[src/rtl/seq_auto_fsm.sv]
// Keyed 16-digit code recognizer with a first-half checkpoint. Display and enables follow progress combinationally.
// Zero-latency outputs; there is no backpressure, and a load is taken on every edge where it is high.
module seq_auto_fsm #(
  parameter logic [63:0] SEQ = 64'hCA25_C7D2_2703_8440
) (
  input  logic        clk,
  input  logic        rst,
  input  logic        load,
  input  logic [3:0]  data,
  output logic [31:0] display,
  output logic [7:0]  displayEnable
);

  localparam logic [4:0] P_HALF = 5'd8;
  localparam logic [4:0] P_DONE = 5'd16;

  logic [3:0] w_dig [16];
  logic [4:0] r_p;
  logic [4:0] w_p_nxt;
  logic       w_half;
  logic [3:0] w_cnt;

  for (genvar i = 0; i < 16; i++) begin : g_dig
    assign w_dig[i] = SEQ[63-4*i -: 4];
  end

  always_ff @(posedge clk or negedge rst) begin
    if (!rst) begin
      r_p <= 5'd0;
    end else begin
      r_p <= w_p_nxt;
    end
  end

  // A mismatch restarts within the current half; a wrong digit may itself be that half's first digit.
  always_comb begin
    w_p_nxt = r_p;
    if (load && (r_p < P_DONE)) begin
      if (data == w_dig[r_p[3:0]]) begin
        w_p_nxt = r_p + 5'd1;
      end else if (r_p < P_HALF) begin
        w_p_nxt = (data == w_dig[0]) ? 5'd1 : 5'd0;
      end else begin
        w_p_nxt = (data == w_dig[8]) ? 5'd9 : 5'd8;
      end
    end
  end

  assign w_half = (r_p > P_HALF);
  assign w_cnt  = w_half ? 4'(r_p - P_HALF) : r_p[3:0];

  always_comb begin
    display       = 32'h0;
    displayEnable = 8'h0;
    for (int j = 0; j < 8; j++) begin
      if (4'(j) < w_cnt) begin
        display[31-4*j -: 4] = w_dig[{w_half, 3'(j)}];
        displayEnable[7-j]   = 1'b1;
      end
    end
  end

endmodule

[config.mk]
export PLATFORM = sky130hd
export DESIGN_NAME = seq_auto_fsm
export DESIGN_NICKNAME = d
export VERILOG_FILES = /design/src/rtl/seq_auto_fsm.sv
export SDC_FILE = /design/constraint.sdc
export NUM_CORES = 1
export LEC_CHECK = 0
export ABC_AREA = 1
export CAP_MARGIN = 20
export CORE_MARGIN = 3
export CORE_UTILIZATION = 36
export DETAILED_ROUTE_END_ITERATION = 6
export GPL_TIMING_DRIVEN = 1
export PLACE_DENSITY = 0.71
export SYNTH_ARGS = -nofsm -noshare
export SYNTH_HDL_FRONTEND = slang
export SYNTH_SLANG_ARGS = --single-unit
[constraint.sdc]
create_clock -name clk -period 2.6 [get_ports clk]
set_clock_uncertainty 0.05 [all_clocks]
set_input_delay 0.26 -clock clk [delete_from_list [all_inputs] [get_ports clk]]
set_output_delay 0.26 -clock clk [all_outputs]
set_load 0.02 [all_outputs]
# Word-level counts from Yosys, hierarchy flattened
# Memory sizes are Yosys's and may differ from the RTL's.
# Cells that the tools add are included.
[totals]
regBits = 5
n_memories = 9
mem_bits_ro = 576
input_bits = 7
output_inout_bits = 40
elab_cells = 84
[mem_list]
columns = ["memory", "depth", "word_bits", "rd", "rd_ports_with_merged_regs", "write_ports", "line_no", "text"]
rows = [
  ["(no name shown)", 16, 4, 1, 0, 0, "57", "display[31-4*j -: 4] = w_dig[{w_half, 3'(j)}];"],
  ["(no name shown)", 16, 4, 1, 0, 0, "57", ""],
  ["(no name shown)", 16, 4, 1, 0, 0, "57", ""],
  ["(no name shown)", 16, 4, 1, 0, 0, "57", ""],
  ["(no name shown)", 16, 4, 1, 0, 0, "57", ""],
  ["(no name shown)", 16, 4, 1, 0, 0, "57", ""],
  ["+3 memories", "n/a", "n/a", "n/a", "n/a", "n/a", "n/a", ""],
]
[op_classes]
eq_ne = 3
add_sub_neg = 2
mux = 39
magnitude_cmp = 20
reduce_logical = 1
bitwise = 9
[op_table]
columns = ["op", "count"]
rows = [
  ["two-way mux 4 bit", 28],
  ["greater-or-equal comparator 5 bit, second input constant", 9],
  ["inverter 4 -> 5 bit", 9],
  ["< comparator 3 x 4 -> 1 bit, first input constant", 4],
  ["two-way mux 1 bit", 10],
  ["< comparator 1 x 4 -> 1 bit, first input constant", 2],
  ["< comparator 2 x 4 -> 1 bit, first input constant", 2],
  ["adder 5 x 1 -> 5 bit, second input constant", 1],
  ["> comparator 5 x 4 -> 1 bit, second input constant", 1],
  ["< comparator 5 x 4 -> 1 bit, second input constant", 1],
  ["< comparator 5 bit, second input constant", 1],
  ["two-way mux 5 bit", 1],
  ["== test 4 x 2 -> 1 bit, second input constant", 1],
  ["== test 4 bit", 1],
  ["== test 4 bit, second input constant", 1],
  ["subtractor 4 bit, second input constant", 1],
  ["logical AND 1 bit", 1],
]

# Logic depth before layout (Yosys ltp)
[depth]
depth_word = 6
mapped_depth = 14
mapped_depth_nobuf = 14

# Least setup slack after synthesis
# OpenSTA, ideal clock, no wires.
[synth_timing]
path_kind = "reg2out"
start = "reg r_p[0]"
end = "out display[31]"
arrival_time_ns = 2.321
path_stages_with_launch = 10
required_time_ns = 2.290
path_buffers = 1
slack_ns = -0.031
path_cell_list = "dfrtp_1 > inv_1 > ha_1 > inv_1 > a211oi_2 > ha_1 > inv_1 > nor2_2 > a21oi_1 > buf_4"
[synth_via]
elab_chain_len = 6
word_cells_on_any_way = 9
classes_between = "add/sub (1); order compare (2); mux (4); bitwise (1); memory (1)"
[synth_rtl]
columns = ["item", "line_no", "text"]
rows = [
  ["start: declaration", "18", "logic [4:0] r_p;"],
  ["start signal: assignment", "31", "r_p <= w_p_nxt;"],
  ["> comparator 5 x 4 -> 1 bit", "49", "assign w_half = (r_p > P_HALF);"],
  ["inverter 4 -> 5 bit (implied by the code)", "57", ""],
  ["memory (16 x 4 bit)", "n/a", ""],
  ["two-way mux 4 bit (implied by the code) (2 in a row)", "57", ""],
  ["two-way mux 4 bit *", "56", "if (4'(j) < w_cnt) begin"],
  ["end: declaration", "10", "output logic [31:0] display,"],
]
# Mark *: on every way between the ends. The rest lies on a longest branch, timed or not. The select of a mux whose other input is x is not followed.

# Worst setup path in the final report
[layout_timing]
start = "reg r_p[0]"
end = "out displayEnable[0]"
[layout_via]
elab_chain_len = 4
word_cells_on_any_way = 5
classes_between = "add/sub (1); order compare (2); mux (2)"
[layout_rtl]
columns = ["item", "line_no", "text"]
rows = [
  ["subtractor 4 bit or > comparator 5 x 4 -> 1 bit (tied branches)", "50, 49", ""],
  ["two-way mux 4 bit *", "50", "assign w_cnt = w_half ? 4'(r_p - P_HALF) : r_p[3:0];"],
  ["< comparator 3 x 4 -> 1 bit *", "56", ""],
  ["two-way mux 1 bit *", "56", ""],
  ["end: declaration", "11", "output logic [7:0] displayEnable"],
]
# Mark *: on every way between the ends. The rest lies on a longest branch, timed or not.

==> flow_summary.ini <==
[final_layout]
antenna_cells = 0
largest_register_ff_count = 5
area_delta_synth_final_pct = 34.0
drive_gt1_frac = 0.152
nNetsFinal = 198
fin_util = 0.535
top_regs = r_p (5)
top_register = r_p

[clock_tree]
ctsRootBufferMaster = clkbuf_4
cts_buffers = 3
post-cts-setup-buffers = 0
clk_transition_reported_paths_ns = 0.04
insertion_delay_ns = 0.24
ctsHoldBuffers = 0
cts_max_level = 1
cts_tree = built
cts.path.max_buffers = 2
clock-sinks = 5

[setup_path]
path_class = register to output port
arrival_ns = 2.17
critPathLaunchType = register
endpoint_kind = output port
required_ns = 2.29
path_max_fanout = 6

[synth]
yosys-top-cells-area = buf_4 (18%), nand2_1 (17%), dfrtp_1 (13%)
synth_top_area_frac = 0.177
synth_seq_cells = 5
mappedNetlistArea_sq_um = 933
synthDistinctLibCells = 24
synth.largest_area_cell = buf_4
synthCells = 151
avgSynthCellArea_sq_um = 6.18
yosysWarnings = 0
seq_area_frac_synth = 0.134

[outcome]
status = completed

[drt]
drt-total-wl_mm = 2.32
drc = 0
drt_iter0_drc = 15
ant_nets = 0
vias_per_cell = 4.78
vias = 1013
dr.pass1.iters = 4
avgRoutedWirePerCell_um = 10.9

[power_and_ir_drop]
ir_drop_mv = 0.255
power.total_mw = 0.212
p_leak_nw = 0.679
power_density_nw_per_um2 = 169

[floorplan]
core_sq_um = 2340
rows = 17
die_area_sq_um = 3240
ioPinCount = 47
start_util = 0.399
die_y_um = 56.9
die_w_um = 56.9

[global_routing]
grt.overflow.total = 0
grt_max_degree = 10
grt_use_total = 0.141
grt_pass1_vias = 915
antenna_found_initial = 0
grt_pass1_wl_mm = 3.66

[sta]
period_minus_slack_ns = 2.48
drv_slew = 0
period_share = 0.955
setup_viol = 0
hold_viol_final = 0
clock.fmax_ghz = 0.403
whs_ns = 0.183
rsz0062_at_grt = true

[placement]
numPortBuffers = 34
place.gp.congestion = 0.859
hpwl_mm = 2.02

[min_path]
hold_class = input pin to asynchronous set/reset pin

[flow_run]
maxCapViolCount = 0
## through the flow
stage,setup WS (ns),instance area [sq um],setup TNS (ns),std cells
after detailed placement,0.00898,1230,0,208
after global placement,0.108,1230,0,208
after CTS,0.0502,1230,0,212
after global routing,-0.0170,1250,-0.0374,212
after floorplan,-0.0307,975,-0.0514,162
final,0.118,1250,0,212
## per-layer routing
layer,routed length [um],track usage
met5,0,0
met3,243,0.0414
met2,1160,0.258
met4,39,0.0695
met1,882,0.144
## worst paths after layout
path                       cells after the start  startpoint          endpoint  slack, ns
min                                            1         rst            r_p[4]       0.18
max reg2reg                                   12      r_p[0]            r_p[3]       0.83
max in group asynchronous                      1         rst            r_p[2]       2.13
min reg2reg                                    2      r_p[4]            r_p[4]       0.57
max                                            7      r_p[0]  displayEnable[0]       0.12
min in group clk                               2      r_p[4]            r_p[4]       0.57
## kinds of logic after synthesis
group,share of synthesized area
simple gates,0.402
buf+inv,0.283
compound gates,0.0871
fa+ha+maj,0.0804
flops,0.134
xor+xnor,0.00939
other cells,0.00402
## Yosys cell counts
cell type and number:
nand3_2 2, inv_6 1, dfrtp_1 5, nor3_1 2, buf_4 22, inv_1 18
o21ai_0 3, o21ai_2 1, buf_6 1, nor2_2 1, xor2_1 1, nor2_4 2
nand2_4 1, nand2_2 5, a211oi_2 1, nand4_1 2, nand2_1 42, conb_1 1
ha_1 6, nand3_1 17, a21oi_1 7, inv_2 3, o21ai_1 2, nor2_1 5
## worst max-delay path, cell delays in order, from the launching register on
cell             delay [ns]
dfrtp_1                0.37
inv_1                  0.08
ha_1                   0.16
inv_1                  0.07
a211oi_4               0.27
ha_4                   0.26
inv_1                  0.11
clkdlybuf4s50_1        0.62
## cells in the final DEF, fill, tap and decap left out, types with 3 or more instances in the layout
cell and n:
a21oi_1 7, buf_4 7, clkbuf_4 3, clkdlybuf4s50_1 13, conb_1 12, dfrtp_1 5
dlygate4sd2_1 21, ha_1 5, inv_1 18, inv_2 3, nand2_1 42, nand2_2 5
nand3_1 17, nor2_1 5, nor2_4 3, o21ai_0 3
## power by group
part | switching (mW) | internal, mW | leakage [nW] | total (mW)
logic | 0.0311 | 0.0140 | 0.610 | 0.0451
clock network | 0.0307 | 0.0579 | 0.0150 | 0.0886
registers | 0 | 0.0781 | 0.0542 | 0.0781
total | 0.0618 | 0.150 | 0.679 | 0.212
## repair_timing
item | CTS | global route
setup endpoints to repair | 21 | 11
pin swaps | 0 | 0
gates resized for setup | 22 | 2
## cell type report
type | count | area (sq um)
well taps | 28 | 35.0
multi-input cells | 112 | 611
flip-flops and latches | 5 | 125
fillers | 243 | 1090
repair buffers | 41 | 367
clock buffers | 4 | 26.3
inverters | 22 | 87.6
(Power assumes the default switching activity.)
==> variant, RTL diff (same flow settings) <==
Register the inputs `load` and `data` before use. The logic sees them one clock later. Comments in the files are not updated.
--- a/src/rtl/seq_auto_fsm.sv
+++ b/src/rtl/seq_auto_fsm.sv
@@ -13,6 +13,14 @@
 
   localparam logic [4:0] P_HALF = 5'd8;
   localparam logic [4:0] P_DONE = 5'd16;
+
+  logic load_q;
+  logic [3:0] data_q;
+
+  always_ff @(posedge clk) begin
+    load_q <= load;
+    data_q <= data;
+  end
 
   logic [3:0] w_dig [16];
   logic [4:0] r_p;
@@ -35,13 +43,13 @@
   // A mismatch restarts within the current half; a wrong digit may itself be that half's first digit.
   always_comb begin
     w_p_nxt = r_p;
-    if (load && (r_p < P_DONE)) begin
-      if (data == w_dig[r_p[3:0]]) begin
+    if (load_q && (r_p < P_DONE)) begin
+      if (data_q == w_dig[r_p[3:0]]) begin
         w_p_nxt = r_p + 5'd1;
       end else if (r_p < P_HALF) begin
-        w_p_nxt = (data == w_dig[0]) ? 5'd1 : 5'd0;
+        w_p_nxt = (data_q == w_dig[0]) ? 5'd1 : 5'd0;
       end else begin
-        w_p_nxt = (data == w_dig[8]) ? 5'd9 : 5'd8;
+        w_p_nxt = (data_q == w_dig[8]) ? 5'd9 : 5'd8;
       end
     end
   end
Check against the original RTL: not equivalent (a bounded check fails within 4 cycles, from zero or initial values and one cycle with rst low).
==> variant against the unedited design <==
Cell area increased by 1.9%. Global-route usage fell by 0.36 points. Critical path depth rose by 2. Setup slack got worse by 0.011 ns. First-iteration DRC count is 87% higher. Synthesized cell count fell by 2.0%. Sequential cell count increased by 5. Utilization shrank 2.9 points. Wire length decreased by 2.6%. Synthesized area is 3.4% higher. Sequential share of layout area increased by 7.7 points.
Power is left out: it rests on default switching activity, and per cell area and clock period it moved more than threefold.
==> variant: results (changes against the unedited design) <==
Reg-to-Reg End - r_p[0] (was r_p[3])
Post-synth EDFFs - 0 (unchanged)
gpl congestion - 0.8329 (was 0.8591)
Crit path largest cell delay - 0.38 ns (was 0.62 ns)
worst min path class - input port to asynchronous set/reset pin (unchanged)
slowest cell on the critical path - dfrtp_1 (was clkdlybuf4s50_1)
PortBufs - 34 (unchanged)
worst r2r path cells - 14 (was 12)
Post-CTS Setup Inserts - 1 (was 0)
commonest cells in the netlist - nand2_1, buf_4, inv_1 (unchanged)
antenna violations before repair - 0 (unchanged)
share of layout cells above drive strength 1 - 17.03% (was 15.22%)
First-pass DRT Iterations - 4 (unchanged)
DP HPWL - 1811 µm (was 2020 µm)
Nets - 196 (was 198)
FF-to-FF Start - r_p[0] (unchanged)
largest net degree at the start of global routing - 10 (unchanged)
Diodes inserted - 0 (unchanged)
clock slew at reported path FFs - 0.06 ns (was 0.04 ns)
Arr. time, crit path - 2.18 ns
sequential element share of the synthesized area - 23.35% (was 13.40%)
main area contributors after synthesis - nand2_1, buf_4, dfrtp_1 (was buf_4, nand2_1, dfrtp_1)
wirelength, routed - 2260 µm (was 2321 µm)
Main synth FF type - dfxtp_1 (was dfrtp_1)
Yosys warning total - 0 (unchanged)
insertion delay to the later sink of the worst-skew pair - 0.26 ns (was 0.24 ns)
TritonCTS Buffers - 3 (unchanged)
number of global-route vias before repair - 836 (was 915)
cts repair resizes - 37 (was 22)
setup slack after placement - -0.09863 ns (was 0.008983 ns)
first-pass GRT wire length - 3650 µm (was 3663 µm)
1st-iter DRT viols - 28 (was 15)
Synth cell types - 24 (unchanged)
vias per cell - 4.538 (was 4.778)
CTS Buffer Depth - 2 (unchanged)
# H-tree levels - 1 (unchanged)
CP delay by family, top - buffers and inverters (unchanged)
largest registers - r_p (5), data_q (4), load_q (1) (was r_p (5))
Crit Path Max Fanout - 6 (unchanged)
GRT Util Overall - 13.73% (was 14.09%)
status - complete, no violations (unchanged)
post-synthesis async set-or-reset flop share - 50.00% (was 100.0%)
R2R setup slack - 0.81 ns (was 0.83 ns)
clk root buf - clkbuf_4 (unchanged)
==> variant: cell types whose count changed after synthesis, sizes merged, moves of 2 or more <==
cell,unedited run,this run
nand4,2,0
dfxtp,0,5
o22ai,0,2
nor2,8,6
inv,22,25
nand3,19,13
==> variant: per-stage QoR <==
step                      instance area (µm²)  instances  hold WS, ns  util, %  TNS [ns]
final                                    1275        212       0.1652    50.55         0
after global placement                   1252        206       0.4501    49.65         0
after CTS                                1285        212       0.1724    50.94         0
after global routing                     1275        212       0.1696    50.55  -0.04529
after floorplan                          1006        159     -0.08559        -  -0.01674
after detailed placement                 1252        206       0.4606    49.65   -0.2648
==> variant: layout make-up <==
cell class	count	area [µm²]
Clock buffer	4	36.28
Timing Repair Buffer	41	340.3
Multi-Input combinational cell	102	539.3
Sequential cell	10	225.2
Inverter	25	96.34
Fill cell	270	1247
Tap cell	30	37.54
==> variant: how the worst max path moves through the flow <==
stage | cells past startpoint | slack, ns | to | from
floorplan | 9 | -0.02 | display[31] | r_p[1]
global placement | 11 | 0.09 | display[24] | r_p[0]
detailed placement | 11 | -0.1 | display[24] | r_p[0]
CTS | 11 | 0.0007 | display[24] | r_p[0]
global route | 9 | -0.02 | displayEnable[3] | r_p[0]
finish | 9 | 0.11 | display[27] | r_p[0]
==> variant: cells by family after synthesis <==
kind of cell | count (synthesis) | synth area share (%)
and+or+nand+nor | 68 | 31.00
buffers and inverters | 48 | 28.27
AOI/OAI and AO/OA | 14 | 8.300
DFF | 10 | 23.35
adders and majority gates | 6 | 7.782
xor gates and xnor gates | 1 | 0.9081
other | 1 | 0.3887
==> variant: routing by layer <==
layer  part of all wire [%]  track usage [%]  vias to the layer above
met1                     38            16.74                      419
met3                    8.8            2.227                        6
met5                      0                0                        -
li1                       -                -                      492
met4                    1.7            7.285                        0
met2                     51            23.06                       45
